==> src/rtl/jump_control_unit_pkg.sv <==
// jump_ctrl_pkg: shared state encoding, branch-mode constants and flush-counter width
package jump_ctrl_pkg;
  typedef enum logic [1:0] {IDLE = 2'd0, REDIRECT = 2'd1, FLUSH = 2'd2} state_t;
  localparam logic BR_EQ = 1'b0;
  localparam logic BR_NE = 1'b1;
  localparam int FLUSH_CNT_W = 4;
endpackage

==> src/rtl/jump_control_unit_if.sv <==
// jump_control_unit_if: request and redirect signals between decode/execute and the PC/IF-ID stage
interface jump_control_unit_if #(
  parameter int ADDR_W = 8,
  parameter int CNT_W = 8
);
  logic jump;
  logic branch;
  logic branch_ne;
  logic zero;
  logic [ADDR_W-1:0] target;
  logic stall_in;
  logic pc_load;
  logic [ADDR_W-1:0] pc_target;
  logic flush;
  logic busy;
  logic [CNT_W-1:0] taken_count;
  modport master (
    output jump, branch, branch_ne, zero, target, stall_in,
    input pc_load, pc_target, flush, busy, taken_count
  );
  modport slave (
    input jump, branch, branch_ne, zero, target, stall_in,
    output pc_load, pc_target, flush, busy, taken_count
  );
endinterface

==> src/rtl/jump_control_unit_flush_counter.sv <==
// jump_flush_counter: loadable down-counter that stops at zero and flags it
module jump_flush_counter #(
  parameter int W = 4
) (
  input  logic clock,
  input  logic reset,
  input  logic load,
  input  logic en,
  input  logic [W-1:0] din,
  output logic zero
);
  logic [W-1:0] cnt_q, cnt_d;
  // load wins over decrement; decrement stops at zero
  always_comb cnt_d = load ? din : (en && cnt_q != '0) ? cnt_q - W'(1) : cnt_q;
  // counter register
  always_ff @(posedge clock) cnt_q <= reset ? '0 : cnt_d;
  assign zero = cnt_q == '0;
endmodule

==> src/rtl/jump_control_unit.sv <==
// jump_control_unit: resolves jumps/branches into a one-cycle PC redirect followed by a timed flush
module jump_control_unit
  import jump_ctrl_pkg::*;
#(
  parameter int ADDR_W = 8,
  parameter int FLUSH_CYCLES = 2,
  parameter int CNT_W = 8,
  parameter logic [ADDR_W-1:0] RESET_PC = '0
) (
  input logic clock,
  input logic reset,
  jump_control_unit_if.slave bus
);
  if (FLUSH_CYCLES < 1 || FLUSH_CYCLES > 15) begin : g_bad_flush
    $error("FLUSH_CYCLES must be within 1..15");
  end
  localparam logic [FLUSH_CNT_W-1:0] FLUSH_LOAD = FLUSH_CNT_W'(FLUSH_CYCLES > 1 ? FLUSH_CYCLES - 2 : 0);
  state_t state_q, state_d;
  logic [ADDR_W-1:0] pc_target_q, pc_target_d;
  logic [CNT_W-1:0] taken_count_q, taken_count_d;
  logic pc_load_q, pc_load_d, flush_q, flush_d, busy_q, busy_d;
  logic take, cnt_load, cnt_en, cnt_zero;
  assign take = bus.jump | (bus.branch & (bus.zero ^ bus.branch_ne));
  jump_flush_counter #(.W(FLUSH_CNT_W)) u_flush_cnt (
    .clock(clock),
    .reset(reset),
    .load(cnt_load),
    .en(cnt_en),
    .din(FLUSH_LOAD),
    .zero(cnt_zero)
  );
  // next state; a stall freezes everything, and outputs follow the next state so they stay registered
  always_comb begin
    state_d = state_q;
    pc_target_d = pc_target_q;
    taken_count_d = taken_count_q;
    cnt_load = 1'b0;
    cnt_en = 1'b0;
    if (!bus.stall_in) begin
      case (state_q)
        IDLE: if (take) begin
          state_d = REDIRECT;
          pc_target_d = bus.target;
          taken_count_d = &taken_count_q ? taken_count_q : taken_count_q + CNT_W'(1);
        end
        REDIRECT: begin
          state_d = FLUSH_CYCLES == 1 ? IDLE : FLUSH;
          cnt_load = FLUSH_CYCLES > 1;
        end
        FLUSH: begin
          cnt_en = 1'b1;
          state_d = cnt_zero ? IDLE : FLUSH;
        end
        default: state_d = IDLE;
      endcase
    end
    pc_load_d = state_d == REDIRECT;
    flush_d = state_d != IDLE;
    busy_d = state_d != IDLE;
  end
  // state and output registers
  always_ff @(posedge clock) begin
    if (reset) begin
      state_q <= IDLE;
      pc_target_q <= RESET_PC;
      taken_count_q <= '0;
      pc_load_q <= 1'b0;
      flush_q <= 1'b0;
      busy_q <= 1'b0;
    end else begin
      state_q <= state_d;
      pc_target_q <= pc_target_d;
      taken_count_q <= taken_count_d;
      pc_load_q <= pc_load_d;
      flush_q <= flush_d;
      busy_q <= busy_d;
    end
  end
  assign bus.pc_load = pc_load_q;
  assign bus.pc_target = pc_target_q;
  assign bus.flush = flush_q;
  assign bus.busy = busy_q;
  assign bus.taken_count = taken_count_q;
endmodule

==> src/flat_wrapper.sv <==
// flat-port wrapper written by rule: the top's interface ports become plain ports
module jump_control_unit_flat import jump_ctrl_pkg::*;
#(
  parameter int ADDR_W = 8,
  parameter int FLUSH_CYCLES = 2,
  parameter int CNT_W = 8,
  parameter logic [ADDR_W-1:0] RESET_PC = '0
)
  (clock, reset, bus_jump, bus_branch, bus_branch_ne, bus_zero, bus_target, bus_stall_in, bus_pc_load, bus_pc_target, bus_flush, bus_busy, bus_taken_count);
  jump_control_unit_if #(.ADDR_W(ADDR_W), .CNT_W(CNT_W)) bus_i ();
  input logic clock;
  input logic reset;
  input wire logic [$bits(bus_i.jump)-1:0] bus_jump;
  input wire logic [$bits(bus_i.branch)-1:0] bus_branch;
  input wire logic [$bits(bus_i.branch_ne)-1:0] bus_branch_ne;
  input wire logic [$bits(bus_i.zero)-1:0] bus_zero;
  input wire logic [$bits(bus_i.target)-1:0] bus_target;
  input wire logic [$bits(bus_i.stall_in)-1:0] bus_stall_in;
  output wire logic [$bits(bus_i.pc_load)-1:0] bus_pc_load;
  output wire logic [$bits(bus_i.pc_target)-1:0] bus_pc_target;
  output wire logic [$bits(bus_i.flush)-1:0] bus_flush;
  output wire logic [$bits(bus_i.busy)-1:0] bus_busy;
  output wire logic [$bits(bus_i.taken_count)-1:0] bus_taken_count;
  assign bus_i.jump = bus_jump;
  assign bus_i.branch = bus_branch;
  assign bus_i.branch_ne = bus_branch_ne;
  assign bus_i.zero = bus_zero;
  assign bus_i.target = bus_target;
  assign bus_i.stall_in = bus_stall_in;
  assign bus_pc_load = bus_i.pc_load;
  assign bus_pc_target = bus_i.pc_target;
  assign bus_flush = bus_i.flush;
  assign bus_busy = bus_i.busy;
  assign bus_taken_count = bus_i.taken_count;
  jump_control_unit #(.ADDR_W(ADDR_W), .FLUSH_CYCLES(FLUSH_CYCLES), .CNT_W(CNT_W), .RESET_PC(RESET_PC)) u_core (.clock(clock), .reset(reset), .bus(bus_i));
endmodule
==> config.mk <==
export PLATFORM = sky130hd
export DESIGN_NAME = jump_control_unit_flat
export DESIGN_NICKNAME = d
export VERILOG_FILES = /design/src/rtl/jump_control_unit_pkg.sv /design/src/rtl/jump_control_unit_if.sv /design/src/rtl/jump_control_unit_flush_counter.sv /design/src/rtl/jump_control_unit.sv /design/src/flat_wrapper.sv
export SDC_FILE = /design/constraint.sdc
export NUM_CORES = 1
export LEC_CHECK = 0
export ABC_AREA = 1
export ABC_CLOCK_PERIOD_IN_PS = 1200
export CAP_MARGIN = 20
export CORE_UTILIZATION = 42
export CTS_BUF_LIST = sky130_fd_sc_hd__clkbuf_16
export DETAILED_ROUTE_END_ITERATION = 7
export PLACE_DENSITY = 0.77
export SLEW_MARGIN = 30
export SYNTH_ARGS = -nofsm -noshare
export SYNTH_HDL_FRONTEND = slang
export SYNTH_SLANG_ARGS = --single-unit
==> constraint.sdc <==
create_clock -name clock -period 1.2 [get_ports clock]
set_clock_uncertainty 0.05 [all_clocks]
set_input_delay 0.24 -clock clock [delete_from_list [all_inputs] [get_ports clock]]
set_output_delay 0.24 -clock clock [all_outputs]
set_load 0.02 [all_outputs]
==> results.md <==
- Share of layout cells above drive strength 1: 46.9%
- Gr busiest metal: met2
- EDFF count, synth: 0
- Worst Path Max Fanout: 7
- DR iter-0 viols: 42
- Max clock buf depth: 2
- Worst path arrival time: 1400 ps
- Worst slew pin tran: 330 ps
- Syn avg cell area: 7.54 sq um
- Synth Register Bits: 24
- Skew-Pair Late Insertion Delay: 250 ps
- Final instance area: 2000 sq um
- Worst r2r path cells: 7
- PortBufs: 33
- RSZ-0062 raised after global routing: yes
- Critical path buffer and inverter count: 0
- Global route total overflow: 0
- Post-synthesis cell type count: 27
- GR Util met3: 2.11%
- Worst Hold Class: flip-flop to flip-flop
- VDD IR-drop max: 0.857 mV
- Critical path type: flip-flop to flip-flop
- Area Growth Syn to Fin: 67.2%
- Worst setup slack after layout: -71.1 ps
- Vias per inst: 5.07
- Pre-Repair DR Iteration Count: 4
- Seq/Total Area, Yosys: 40.1%
- PwrDens: 1050 nW/um^2
- Final core occ: 73.3%
- CP max stage cell: dfxtp_4
- Final HPWL DP: 2.25 mm
- N_diodes: 0
- Met1 usage: 24.4%
- Total GRT Usage: 22.1%
- Rel. slew slack: 78.0%
- GR Util met2: 41.3%
- CTS tree: yes
- Synth warnings: 0
- Crit-path leading delay family: simple AND/OR/NAND/NOR gates
- WL final: 3.23 mm
- Die Ht: 55.4 microns
- Drt wl/cell: 12.7 microns
- Final slew viol count: 0
- Setup violations, final: 8
- Die width: 55.4 microns
- Slowest stage delay, CP: 360 ps
- Reg area: 499 sq um
- Total core area: 2730 sq um
- Max-Cap Viols: 0
- Crit path depth: 7
- Vias in the first global route: 1310
- Fmax: 787 MHz
- Vias: 1294
- Crit-path cells: ha_4 -> nand2_4 -> nor2_4 -> nand2_4 -> nand3_4 -> nand2_1 -> a21oi_1
- Synth async-reset ratio: 0%
- CP endpoint kind: flip-flop
- Leakage power: 0.000908 uW
- Multi-input logic area: 723 sq um
- Largest net degree at the start of global routing: 15
- Synth Cell Area: 1200 sq um
- CTS H-tree lvls: 1
- WHS Path Cells: 2
- Initial core utilization: 43.8%
- CP most frequent cell: nand2_4
- FILL cells: 200
- Cell row count: 19
- Post-DP Area: 1750 sq um
- Req. time, crit path: 1330 ps
- Clk sinks: 24
- Synthesized Nets: 176
- Post-Syn Instances: 159
- Num CTS Buffers: 3
- Primary FF master, synth: dfxtp_1
- Layout Nets: 242
- Crit path launch type: flip-flop
- Clock slew at reported path FFs: 60 ps
- Post-DRT Antenna Nets: 0
- Failing checks: negative setup slack
- Die area: 3070 sq um
- Drt drc: 0
- Initial antenna violation count: 0
- Period minus WS final: 1270 ps
- Hold_buf cts: 0
- First-pass GRT wire length: 5.46 mm
- # IOs: 34
- Clock root buffer: clkbuf_16
- GPL Wtd Cong: 0.785
- Commonest non-fill, non-tap cells in the layout: 25 x buf_4, 21 x nand2_1, 18 x nor2_1
- Status: finished, violations left
- Final hold vios: 0
- Commonest non-fill, non-tap cell in the layout: buf_4
- Final Cycle Share: 106%
## logic make-up after synthesis
group,after synthesis,share of synthesized area (%)
and+or+nand+nor,81,33.6
buffers and inverters,25,8.87
AOI/OAI and AO/OA,23,12.4
xor gates and xnor gates,4,2.92
DFF,24,40.1
adders and majority gates,2,2.09
## per-stage QoR
step	hold WS (ps)	setup TNS [ps]	cells	setup slack (ps)	power (uW)
final	415	-346	255	-71.1	2100
after global routing	427	-1120	255	-121	2180
after CTS	416	-235	253	-41.4	2100
after detailed placement	406	-9640	241	-488	1230
after global placement	402	-8360	241	-417	1220
after floorplan	354	-198	159	-33.2	1050
## layer usage
layer	routed length (microns)	up-vias
met5	0	-
met4	96	0
met3	85	12
met2	1750	30
met1	1300	615
li1	-	637
## registers in the layout, summed over array words and instances, names as in the netlist
register,cells
u_core.bus.taken_count,8
u_core.state_q,2
u_core.bus.pc_target,8
u_core.bus.pc_load,1
u_core.bus.flush,1
u_core.u_flush_cnt.cnt_q,4
## tightest hold or removal path, cell delays in order (launching register included)
cell     delay (ps)
dfxtp_2         320
nand2_1          50
a21oi_1          50
## final cells by class
class                           instances  share of cell area, %
Clock buffer                            4                   4.99
Tap cell                               31                   1.94
Multi-Input combinational cell        110                   36.1
Timing Repair Buffer                   65                   28.2
Inverter                               21                   3.93
Sequential cell                        24                   24.9
## cells in the mapped netlist, types with 2 or more instances
cell type	n	area, sq um
nand2_1	30	113
nand2_2	4	25.0
nand3_1	11	55.1
nand3_2	3	30.0
inv_1	20	75.1
o21ai_0	9	45.0
dfxtp_1	24	480
a21oi_2	6	52.6
ha_1	2	25.0
nand4_1	4	25.0
o21ai_1	2	10.0
a21oi_1	5	25.0
nor2_4	2	22.5
xor2_1	4	35.0
nor2_1	21	78.8
## final timing paths
path | startpoint | to | slack (ps)
max | u_core.bus.taken_count[0] | u_core.bus.taken_count[2] | -70
min | u_core.u_flush_cnt.cnt_q[1] | u_core.u_flush_cnt.cnt_q[1] | 420
max reg2reg | u_core.bus.taken_count[0] | u_core.bus.taken_count[2] | -70
min reg2reg | u_core.u_flush_cnt.cnt_q[1] | u_core.u_flush_cnt.cnt_q[1] | 420
## power breakdown
group          leakage (uW)  total (uW)  internal (uW)  switching, uW
clock network     0.0000493         859            579            281
registers          0.000201         856            832           23.5
logic              0.000657         388            182            206
total              0.000908        2100           1590            510
## what timing repair did
item,in CTS,in global routing
gates resized for setup,66,24
buffers inserted,8,2
setup endpoints to repair,41,37
endpoints found under the hold margin,0,0
pin swaps,25,13
No activity file was read; power rests on OpenSTA's default activity.
